### src/rtl/int_timer.sv
// rtl/int_timer.sv - 16-bit programmable interval timer with byte-wide register bus and level interrupt
module int_timer (
    input  logic       clk,
    input  logic       reset,
    input  logic       cs,
    input  logic       rwb,
    input  logic [2:0] addr,
    input  logic [7:0] i_data,
    output logic [7:0] o_data,
    output logic       int_out
);
    localparam logic [2:0] A_CTRL   = 3'd0;
    localparam logic [2:0] A_STATUS = 3'd1;
    localparam logic [2:0] A_RLO    = 3'd2;
    localparam logic [2:0] A_RHI    = 3'd3;
    localparam logic [2:0] A_CLO    = 3'd4;
    localparam logic [2:0] A_CHI    = 3'd5;

    logic        en_q, en_d, per_q, per_d, ie_q, ie_d, if_q, if_d;
    logic [1:0]  presc_q, presc_d;
    logic [15:0] reload_q, reload_d, count_q, count_d;
    logic [7:0]  stage_q, stage_d, shadow_q, shadow_d, pcnt_q, pcnt_d;

    logic wr, rd, wr_ctrl, commit, en_rise, per_eff, tick, expire;

    assign wr      = cs & ~rwb;
    assign rd      = cs & rwb;
    assign wr_ctrl = wr && (addr == A_CTRL);
    assign commit  = wr && (addr == A_RHI);
    assign en_rise = wr_ctrl && i_data[0] && !en_q;
    // A CTRL write on the expiry edge decides whether that expiry reloads.
    assign per_eff = wr_ctrl ? i_data[1] : per_q;

    always_comb begin
        case (presc_q)
            2'b00:   tick = en_q;
            2'b01:   tick = en_q && (pcnt_q[2:0] == 3'h7);
            2'b10:   tick = en_q && (pcnt_q[5:0] == 6'h3f);
            default: tick = en_q && (pcnt_q == 8'hff);
        endcase
    end

    assign expire = tick && (count_q == 16'h0000);

    always_comb begin
        en_d     = en_q;
        per_d    = per_q;
        ie_d     = ie_q;
        presc_d  = presc_q;
        if_d     = if_q;
        reload_d = reload_q;
        stage_d  = stage_q;
        count_d  = count_q;
        shadow_d = shadow_q;
        pcnt_d   = pcnt_q;

        if (wr_ctrl) begin
            en_d    = i_data[0];
            per_d   = i_data[1];
            ie_d    = i_data[2];
            presc_d = i_data[5:4];
        end
        if (wr && (addr == A_STATUS) && i_data[0]) if_d = 1'b0;
        if (wr && (addr == A_RLO)) stage_d = i_data;
        if (rd && (addr == A_CLO)) shadow_d = count_q[15:8];

        if (en_q) pcnt_d = pcnt_q + 8'd1;
        if (tick) begin
            if (expire) begin
                if_d = 1'b1;
                if (per_eff) begin
                    count_d = reload_q;
                end else begin
                    count_d = 16'h0000;
                    en_d    = 1'b0;
                end
            end else begin
                count_d = count_q - 16'd1;
            end
        end
        if (en_rise) begin
            count_d = reload_q;
            pcnt_d  = 8'h00;
        end
        // The commit overrides any expiry reload on the same edge; IF is unaffected.
        if (commit) begin
            reload_d = {i_data, stage_q};
            count_d  = {i_data, stage_q};
            pcnt_d   = 8'h00;
        end
    end

    always_ff @(posedge clk or negedge reset) begin
        if (!reset) begin
            en_q     <= 1'b0;
            per_q    <= 1'b0;
            ie_q     <= 1'b0;
            presc_q  <= 2'b00;
            if_q     <= 1'b0;
            reload_q <= 16'hffff;
            stage_q  <= 8'hff;
            count_q  <= 16'hffff;
            shadow_q <= 8'h00;
            pcnt_q   <= 8'h00;
        end else begin
            en_q     <= en_d;
            per_q    <= per_d;
            ie_q     <= ie_d;
            presc_q  <= presc_d;
            if_q     <= if_d;
            reload_q <= reload_d;
            stage_q  <= stage_d;
            count_q  <= count_d;
            shadow_q <= shadow_d;
            pcnt_q   <= pcnt_d;
        end
    end

    always_comb begin
        o_data = 8'h00;
        if (rd) begin
            case (addr)
                A_CTRL:   o_data = {2'b00, presc_q, 1'b0, ie_q, per_q, en_q};
                A_STATUS: o_data = {7'b0, if_q};
                A_RLO:    o_data = stage_q;
                A_RHI:    o_data = reload_q[15:8];
                A_CLO:    o_data = count_q[7:0];
                A_CHI:    o_data = shadow_q;
                default:  o_data = 8'h00;
            endcase
        end
    end

    assign int_out = if_q & ie_q;

endmodule
### config.mk
export PLATFORM = sky130hd
export DESIGN_NAME = int_timer
export DESIGN_NICKNAME = d
export VERILOG_FILES = /design/src/rtl/int_timer.sv
export SDC_FILE = /design/constraint.sdc
export NUM_CORES = 1
export LEC_CHECK = 0
export ABC_CLOCK_PERIOD_IN_PS = 6100
export CAP_MARGIN = 25
export CORE_MARGIN = 2
export CORE_UTILIZATION = 64
export DETAILED_ROUTE_END_ITERATION = 7
export HOLD_SLACK_MARGIN = 0.12
export PLACE_DENSITY = 0.95
export SYNTH_ARGS = -nofsm -noshare
export SYNTH_HDL_FRONTEND = slang
export SYNTH_SLANG_ARGS = --single-unit
export TNS_END_PERCENT = 50
### constraint.sdc
create_clock -name clk -period 6.1 [get_ports clk]
set_input_delay 1.22 -clock clk [delete_from_list [all_inputs] [get_ports clk]]
set_output_delay 1.22 -clock clk [all_outputs]
set_load 0.1 [all_outputs]
; Word-level counts from Yosys, hierarchy flattened
; Index checks and enable logic that the tools add are counted.
[classes]
mux = 19
n_bitwise = 4
eq_ne = 10
n_reduce_logical = 18
n_addsub = 2
[op_table]
columns = operator, count
row1 = $mux W16, 5
row2 = $pmux W8 S6, 1
row3 = $mux W8, 4
row4 = $logic_not A16 Y1, 1
row5 = $sub A16 B1 Y16 const B, 1
row6 = $logic_and A1 B1 Y1, 12
row7 = $eq A3 B3 Y1 const B, 3
row8 = $add A8 B1 Y8 const B, 1
row9 = $eq A8 B8 Y1 const B, 1
row10 = $mux W1, 8
row11 = $eq A3 B2 Y1 const B, 2
row12 = $eq A6 B6 Y1 const B, 1
row13 = $reduce_bool A3 Y1, 2
row14 = $and A1 B1 Y1, 3
row15 = $eq A3 B1 Y1 const B, 1
row16 = $logic_not A3 Y1, 1
row17 = $pmux W1 S3, 1
row18 = $eq A2 B1 Y1 const B, 1
row19 = $eq A2 B2 Y1 const B, 1
row20 = $logic_not A2 Y1, 1
row21 = $logic_not A1 Y1, 1
row22 = $not A1 Y1, 1
[word_totals]
ff_bits = 62
out_inout_bits = 9
wordCells = 63

; Depth between registers and ports, before layout
[depth]
depth_word = 9
ltp_mapped = 10
ltp_nobuf = 8

; Worst setup path before layout
; Ideal clock, no wire load.
[synth_timing]
path_type = input-to-output
start = input port addr[0]
end = output port o_data[1]
path_stages = 6
slack_ps = 1317
t_required_ps = 4880
arrival_ps = 3563
path_cell_list = buf_2 buf_1 mux2i_1 nor2_1 a21oi_1 a21oi_1
[synth_via]
elab_chain_cells = 3
[synth_rtl]
columns = element, line
row1 = from (decl), 7  ; input logic [2:0] addr,
row2 = $eq A3 B3 Y1 (tied with other cells), 122  ; case (addr)
row3 = $pmux W8 S6 (*), 122
row4 = $mux W8 (*), 121  ; if (rd) begin
row5 = to (decl), 9  ; output logic [7:0] o_data,
; Every way passes the cells marked *; elsewhere a longest branch is shown, timed or not.

; Worst setup path in the final report
[layout_timing]
start = input port addr[0]
end = output port o_data[4]
; The elaborated chain is that of the path after synthesis.

==> results.yml <==
cells_and_area:
  fin_util: 0.731
  drive_gt1_frac: 0.235
  areaGrowthSynthToFinish_pct: 10.9
  diodes: 0
  fillCellCount: 405
  final_nets: 429
clock_tree:
  post_cts_resized: 0
  cts_root_buffer: "clkbuf_8"
  cts_tree: "done"
  h-tree-depth: 3
  holdBufCountCts: 0
  clk_latency_ns: 0.35
  cts_sinks: 62
  numCtsBuffers: 9
  cts_max_path_buffers: 2
  clk_pin_slew_ns: 0.06
  cts_setup_buffers: 0
route:
  vias: 3108
  drc: 0
  viasPerCell: 6.42
  ant_nets: 0
  drtPass1Iterations: 5
  wl_per_cell_um: 19.0
  drt-initial-drc-count: 347
  drt_wl_total_um: 9190
synthesis:
  async_flop_share: 1.00
  synth.top_cell.area_share: 0.290
  ys_warn_count: 0
  synth_cell_types: 55
  synth_edf_count: 0
  avgSynthCellArea_um2: 9.33
  netlist_area_um2: 3630
  syn-num-nets: 411
  netlist_instances: 389
  synth_area_leaders: "dfstp_2 (29%), dfrtp_1 (15%), nand2_1 (8.0%)"
  yosys_most_used_dff: "dfstp_2"
  yosysSeqAreaShare: 0.441
  synth_seq_cells: 62
  synth_top_cell_by_area: "dfstp_2"
timing:
  finalHoldViolCount: 0
  clock_skew_ns: 0.00762
  final-max-slew-violation-count: 0
  max_slew_margin: 0.358
  fmax_mhz: 228
  finalCriticalPeriod_ns: 4.39
  finalSetupViolCount: 0
  grt_setup_unrepaired: "no"
  tightest_slew_ns: 0.960
  setup_tns_ns: 0
  timing.final.crit_share: 0.720
power_and_ir_drop:
  p_per_area_nw_per_um2: 373
  peakVddDrop_uv: 186
  p_leak_nw: 1.63
setup_path:
  endpoint_kind: "primary output"
  ff2ff_setup_slack_ns: 3.36
  cp.arrival_ns: 3.17
  worstSetupStartpointType: "primary input"
  required_ns: 4.88
  worstSetupPathType: "in2out"
  crit_path_max_fanout: 18
floorplan:
  die_w_um: 79.3
  core_um2: 5510
  initial_core_util: 0.659
  rows: 27
  die_h_um: 79.3
  io_pins: 24
  die_area_um2: 6290
placed_design:
  io_buffers: 23
  hpwl_um: 6470
  gp_congestion: 1.02
worst_hold_path:
  hold_class: "reg2reg"
global_routing:
  grt_pass1_vias: 3101
  grtUsageTotal: 0.317
  grt_start_max_net_pins: 63
  grt_pass1_wl_um: 15100
  antenna_found_initial: 0
  overflow: 0
outcome:
  outcome: "complete, no violations"
run:
  max_cap_violations: 0
## cell usage after synthesis (all sizes together) (9+ instances only)
cell,instances
a21oi,20
a22oi,9
nor2,40
o21ai,16
mux2i,10
buf,13
mux2,19
nand2,77
dfstp,40
dfrtp,22
## critical path: stages
cell and delay, ns:
clkdlybuf4s50_1 0.39, buf_4 0.22, nor3_1 0.60, a22oi_1 0.19, a21oi_1 0.22, buf_4 0.32
## final cells by class
class / instances / area [um2] / share of cell area
sequential: 62 / 1600 / 0.398
tap: 72 / 90.1 / 0.0224
multi-input combinational: 299 / 1900 / 0.471
clock buffer: 15 / 166 / 0.0413
clock inverter: 1 / 5.00 / 0.00124
timing repair buffer: 27 / 235 / 0.0584
inverter: 8 / 30.0 / 0.00746
## cell usage in the layout, fill, tap and decap left out, drive strengths merged, types with 4 or more instances in the layout
| cell | instances |
|---|---|
| buf | 13 |
| o22ai | 4 |
| dfstp | 40 |
| and2 | 5 |
| xor2 | 8 |
| nor4 | 5 |
| a22oi | 9 |
| mux2 | 19 |
| a221oi | 8 |
| dfrtp | 22 |
| clkdlybuf4s50 | 14 |
| nand2 | 77 |
| nand3b | 6 |
| a21oi | 20 |
| clkbuf | 15 |
| o21a | 4 |
| nand3 | 7 |
| o21ai | 16 |
| nand2b | 6 |
| mux2i | 10 |
| nor2 | 40 |
| nor3 | 7 |
| xnor2 | 5 |
| inv | 8 |
| ha | 7 |
## worst paths after layout
path	start	endpoint	cells past startpoint
max	addr[0]	o_data[4]	6
min	reload_q[0]$_DFFE_PN1P_	reload_q[0]$_DFFE_PN1P_	2
max reg2reg	presc_q[0]$_DFFE_PN0N_	count_q[15]$_DFFE_PN1P_	8
min reg2reg	reload_q[0]$_DFFE_PN1P_	reload_q[0]$_DFFE_PN1P_	2
max in group asynchronous	reset	shadow_q[6]$_DFFE_PN0P_	2
min in group asynchronous	reset	pcnt_q[5]$_DFFE_PN0P_	2
## sequential cells by signal, indices dropped and copies added (netlist names)
register / cells
count_q: 16
reload_q: 16
pcnt_q: 8
shadow_q: 8
stage_q: 8
presc_q: 2
en_q: 1
ie_q: 1
if_q: 1
per_q: 1
## report_power, final
group          leakage (nW)  internal, mW  switching (mW)  total [mW]
clock network        0.0877         0.170           0.153       0.322
logic                 0.850         0.191           0.228       0.419
registers             0.697         0.599           0.161       0.760
total                  1.63         0.960           0.542        1.50
## metrics by stage
stage	instances	area [um2]	hold WS [ns]	setup WS, ns	total power [mW]
after floorplan	389	3630	0.439	1.32	1.04
after global placement	468	3850	0.447	1.76	1.14
after detailed placement	468	3850	0.460	1.74	1.17
after CTS	484	4030	0.468	1.73	1.49
after global routing	484	4030	0.475	1.57	1.59
final	484	4030	0.468	1.71	1.50
## cells by family after synthesis
logic type	share of synthesized area
buf+inv	0.0359
mux	0.0865
compound gates	0.159
fa+ha+maj	0.0241
flops	0.441
simple gates	0.222
xor+xnor	0.0314
## metal layers
layer | vias to the layer above | track usage | routed length (um)
met4 | 0 | 0.131 | 258
met2 | 161 | 0.510 | 4450
li1 | 1410 | - | -
met1 | 1508 | 0.403 | 3630
met3 | 29 | 0.0875 | 839
met5 | - | 0 | 0
Power figures use the tool's default switching activity.
==> RTL change 1 (same settings) <==
Reset style: synchronous (`reset`), changed in one clocked block.
--- a/src/rtl/int_timer.sv
+++ b/src/rtl/int_timer.sv
@@ -90,7 +90,7 @@
         end
     end
 
-    always_ff @(posedge clk or negedge reset) begin
+    always_ff @(posedge clk) begin
         if (!reset) begin
             en_q     <= 1'b0;
             per_q    <= 1'b0;
Check against the original RTL: differs if reset is asserted again (counterexample within 4 cycles, from zero or initial values and one cycle with reset low); with reset held inactive, the same outputs for 4 cycles.
==> RTL change 1 against the unedited design <==
Final cell count rose by 2.7%; die area fell by 5.2%; area after synthesis fell by 5.4%; sequential cell count did not move; design area fell by 5.4%; sequential share of layout area fell by 7.2 points; worst setup slack got worse by 370 ps; worst hold slack got worse by 20 ps; via count rose by 4.5%; wire length rose by 2.1%; synthesized cell count rose by 4.1%.
Power is not compared: it rests on default switching activity, and its combinational part moved more than twofold at a synthesized area within 25%.
==> RTL change 1: results (changes against the unedited design) <==
status = complete, no violations
vias in the first global route = 3032 (-2.2%)
layout cells sized above 1 = 9.60% (-14 points)
Synth Area in XOR/XNOR = 3.32% (+0.18 points)
Worst Path Arrival = 3540 ps (+370 ps)
metal3 WL = 904 um (+7.7%)
vias post-DR = 3248 (+4.5%)
proportion of synthesized area in mux cells = 7.69% (-0.96 points)
CTS buffer count = 9 (unchanged)
Worst Clk Skew = 7.80 ps (+0.182 ps)
Synth cell types = 67 (+22%)
largest net degree at the start of global routing = 38 (-40%)
Max-Slew Margin vs Limit = 34.5% (-1.3 points)
setup slack, reg-to-reg = 3380 ps (+20 ps)
M3 GR Usage = 8.12% (-0.63 points)
ys async rst share = 0% (-100 points)
nets@finish = 444 (+3.5%)
Filler cells = 380 (-6.2%)
Synth top area share = 36.2% (+7.2 points)
first-pass GRT wire length = 15400 um (+2.0%)
ranking of synthesized cells by area = dfxtp_1 (36%), nand2_1 (8.4%), mux2i_1 (6.7%), nor2_1 (3.7%), nand3_1 (3.6%)
compound-cell area share of the yosys netlist = 18.5% (+2.6 points)
M2 GR Usage = 51.7% (+0.64 points)
gpl congestion = 0.939 (-8.3%)
DR WL met2 = 4400 um (-1.2%)
M1 WL = 3630 um (unchanged)
met1 GRT Util = 40.7% (+0.35 points)
top cells by count, synth = nand2_1 (77), dfxtp_1 (62), nor2_1 (34)
Worst-path clk slew = 70 ps
sequential area share after synthesis = 36.2% (-8.0 points)
initial drt markers = 337 (-2.9%)
Synth Flop Type = dfxtp_1
## RTL change 1: cell count changes after synthesis, sizes merged, moves of 8 or more
cell    delta
mux2      -18
buf       -10
dfrtp     -22
dfstp     -40
a21boi    +12
o21ai      -8
mux2i     +14
nand3     +18
dfxtp     +62
nor2b      +9
## RTL change 1: path summary, 6_finish.rpt
path	start	endpoint	depth (start not counted)
worst min register to register	reload_q[3]	reload_q[3]	2
worst min-delay path	reload_q[3]	reload_q[3]	2
worst max register to register	count_q[0]	count_q[9]	8
worst max-delay path	addr[0]	o_data[5]	5
## RTL change 1: final cells by class
cell class              instances  area, um^2  area share, %
clock buffers                  10         138           3.61
multi-input cells             320        2050           53.7
repair buffers                 24         218           5.71
clock inverters                 6        61.3           1.61
flip-flops and latches         62        1240           32.6
well taps                      70        87.6           2.30
inverters                       5        18.8          0.493
## RTL change 1: worst max-delay path, cell delays in order
cell,delay (ps)
clkdlybuf4s50_1,880
nor3_2,770
a22oi_1,160
a21oi_1,200
buf_4,310
## RTL change 1: per-stage QoR
stage / power (W) / cells / worst slack [ps] / cell area [um^2] / hold slack (ps)
5_1_grt: 0.000898 / 497 / 1170 / 3810 / 472
3_3_place_gp: 0.000512 / 481 / 1530 / 3610 / 424
4_1_cts: 0.000873 / 497 / 1370 / 3810 / 451
2_1_floorplan: 0.000489 / 405 / 592 / 3430 / 410
3_5_place_dp: 0.000515 / 481 / 1440 / 3610 / 434
6_report: 0.000876 / 497 / 1340 / 3810 / 448
## RTL change 1: cell families (layout without fill, tap and decap cells)
group                      after synthesis  count (layout)
muxes                                   25              25
adders and majority gates                7               7
buffers and inverters                   23              45
and+or+nand+nor                        192             192
DFF                                     62              62
AOI/OAI and AO/OA                       83              83
xor gates and xnor gates                13              13
==> RTL change 2 (config.mk and constraints unchanged) <==
Made on the original files. Add an input register stage for `cs`, `rwb`, `addr` and `i_data`, cleared by the reset; this delays them by one clock.
--- a/src/rtl/int_timer.sv
+++ b/src/rtl/int_timer.sv
@@ -16,6 +16,25 @@
     localparam logic [2:0] A_CLO    = 3'd4;
     localparam logic [2:0] A_CHI    = 3'd5;
 
+    logic cs_q;
+    logic rwb_q;
+    logic [2:0] addr_q;
+    logic [7:0] i_data_q;
+
+    always_ff @(posedge clk or negedge reset) begin
+        if (!reset) begin
+            cs_q     <= '0;
+            rwb_q    <= '0;
+            addr_q   <= '0;
+            i_data_q <= '0;
+        end else begin
+            cs_q     <= cs;
+            rwb_q    <= rwb;
+            addr_q   <= addr;
+            i_data_q <= i_data;
+        end
+    end
+
     logic        en_q, en_d, per_q, per_d, ie_q, ie_d, if_q, if_d;
     logic [1:0]  presc_q, presc_d;
     logic [15:0] reload_q, reload_d, count_q, count_d;
@@ -23,13 +42,13 @@
 
     logic wr, rd, wr_ctrl, commit, en_rise, per_eff, tick, expire;
 
-    assign wr      = cs & ~rwb;
-    assign rd      = cs & rwb;
-    assign wr_ctrl = wr && (addr == A_CTRL);
-    assign commit  = wr && (addr == A_RHI);
-    assign en_rise = wr_ctrl && i_data[0] && !en_q;
+    assign wr      = cs_q & ~rwb_q;
+    assign rd      = cs_q & rwb_q;
+    assign wr_ctrl = wr && (addr_q == A_CTRL);
+    assign commit  = wr && (addr_q == A_RHI);
+    assign en_rise = wr_ctrl && i_data_q[0] && !en_q;
     // A CTRL write on the expiry edge decides whether that expiry reloads.
-    assign per_eff = wr_ctrl ? i_data[1] : per_q;
+    assign per_eff = wr_ctrl ? i_data_q[1] : per_q;
 
     always_comb begin
         case (presc_q)
@@ -55,14 +74,14 @@
         pcnt_d   = pcnt_q;
 
         if (wr_ctrl) begin
-            en_d    = i_data[0];
-            per_d   = i_data[1];
-            ie_d    = i_data[2];
-            presc_d = i_data[5:4];
+            en_d    = i_data_q[0];
+            per_d   = i_data_q[1];
+            ie_d    = i_data_q[2];
+            presc_d = i_data_q[5:4];
         end
-        if (wr && (addr == A_STATUS) && i_data[0]) if_d = 1'b0;
-        if (wr && (addr == A_RLO)) stage_d = i_data;
-        if (rd && (addr == A_CLO)) shadow_d = count_q[15:8];
+        if (wr && (addr_q == A_STATUS) && i_data_q[0]) if_d = 1'b0;
+        if (wr && (addr_q == A_RLO)) stage_d = i_data_q;
+        if (rd && (addr_q == A_CLO)) shadow_d = count_q[15:8];
 
         if (en_q) pcnt_d = pcnt_q + 8'd1;
         if (tick) begin
@@ -84,8 +103,8 @@
         end
         // The commit overrides any expiry reload on the same edge; IF is unaffected.
         if (commit) begin
-            reload_d = {i_data, stage_q};
-            count_d  = {i_data, stage_q};
+            reload_d = {i_data_q, stage_q};
+            count_d  = {i_data_q, stage_q};
             pcnt_d   = 8'h00;
         end
     end
@@ -119,7 +138,7 @@
     always_comb begin
         o_data = 8'h00;
         if (rd) begin
-            case (addr)
+            case (addr_q)
                 A_CTRL:   o_data = {2'b00, presc_q, 1'b0, ie_q, per_q, en_q};
                 A_STATUS: o_data = {7'b0, if_q};
                 A_RLO:    o_data = stage_q;
Check against the original RTL: not equivalent (a bounded check fails within 4 cycles, from zero or initial values and one cycle with reset low).
==> RTL change 2 against the unedited design <==
Wire length increased by 16%; power increased by 8.7%; sequential cell count is 13 higher; core utilization increased by 0.72 points; area after synthesis up 8.5%; worst setup slack got worse by 160 ps; clock power increased by 23%; worst hold slack gained 9.6 ps; design area is 8.6% higher; final cell count rose by 1.9%; critical path type is now reg2out; largest cell class is now flip-flops and latches.
==> RTL change 2: results (changes against the unedited design) <==
largest net degree at the start of global routing = 76 (+21%)
gpl congestion = 0.906 (-12%)
nets@finish = 435 (+1.4%)
post-route cell area = 0.00437 mm^2 (+8.6%)
met1 GRT Util = 45.3% (+4.9 points)
Worst Path Arrival = 3330 ps (+160 ps)
Worst Hold End = reload_q[6]
layout cells sized above 1 = 22.2% (-1.3 points)
sequential area share after synthesis = 48.9% (+4.8 points)
Critical Path Start = addr_q[0]
Clock buffer cells = 9 (-6)
ranking of synthesized cells by area = dfstp_2 (27%), dfrtp_1 (22%), nand2_1 (6.8%), mux2_2 (5.7%), nor2_1 (3.9%)
Post-Place Cells = 477 (+1.9%)
status = complete, no violations
Leak = 1.77 nW (+8.5%)
Syn Nets = 419 (+1.9%)
Signal buf overhead = 5.55% (-0.29 points)
initial drt markers = 693 (+100%)
post-place setup slack = 2020 ps (+281 ps)
Avg WL per Cell = 21.6 um (+14%)
clk cell area share = 4.61% (+0.35 points)
Clock Latency Late Sink = 380 ps (+30 ps)
Filler cells = 354 (-13%)
Seq area share = 44.1% (+4.3 points)
vias post-DR = 3412 (+9.8%)
Crit Reg-Reg Endpoint = count_q[12]
first-pass GRT wire length = 16900 um (+12%)
M1 WL = 3990 um (+9.8%)
final WL = 10600 um (+16%)
non-clock buffer count = 25 (-7.4%)
worst hold slack = 477 ps (+9.60 ps)
Slew @ Worst Pin = 976 ps (+15.9 ps)
setup slack, reg-to-reg = 2670 ps (-690 ps)
Non-Clock Inverter Count = 6 (-2)
Worst Clk Skew = 12.3 ps (+4.69 ps)
M3 GR Usage = 8.37% (-0.38 points)
tap cells = 75 (+4.2%)
num sequential = 75 (+21%)
Synth cell types = 52 (-5.5%)
vias in the first global route = 3323 (+7.2%)
top cells by count, synth = nand2_1 (71), nor2_1 (41), dfstp_2 (40)
Placement Cell Area = 0.00417 mm^2 (+8.2%)
M2 GR Usage = 50.2% (-0.86 points)
VDD IR max = 0.287 mV (+54%)
Total GRT Usage = 34.2% (+2.6 points)
CP Capture Point = o_data[5]
Worst-path clk slew = 80 ps (+20 ps)
final worst slack = 1550 ps (-157 ps)
1st-pass router iterations = 6 (+1)
-- RTL change 2: changes by cell type in the layout (fill, tap and decap cells not counted), moves of 4 or more --
cell	change
a221oi_1	+5
dfrtp_1	+13
buf_4	-9
o21a_1	-4
nand2_1	-6
clkdlybuf4s50_1	+8
clkbuf_1	-4
a31oi_1	+4
o21ai_0	+7
clkinvlp_4	+4
o22ai_1	-4
-- RTL change 2: power groups by stage --
| stage | sequential (W) | combinational (W) | clock (W) |
|---|---|---|---|
| after global placement | 0.000850 | 0.000325 | 0 |
| after detailed placement | 0.000860 | 0.000350 | 0 |
| final | 0.000873 | 0.000364 | 0.000397 |
| after global routing | 0.000886 | 0.000404 | 0.000411 |
| after floorplan | 0.000791 | 0.000290 | 0 |
| after CTS | 0.000857 | 0.000359 | 0.000391 |
-- RTL change 2: kinds of logic after synthesis --
group	after synthesis	synth area share [%]
buf+inv	26	3.43
compound gates	81	13.1
simple gates	163	20.7
fa+ha+maj	7	2.22
mux	31	8.51
xor+xnor	14	3.11
flops	75	48.9
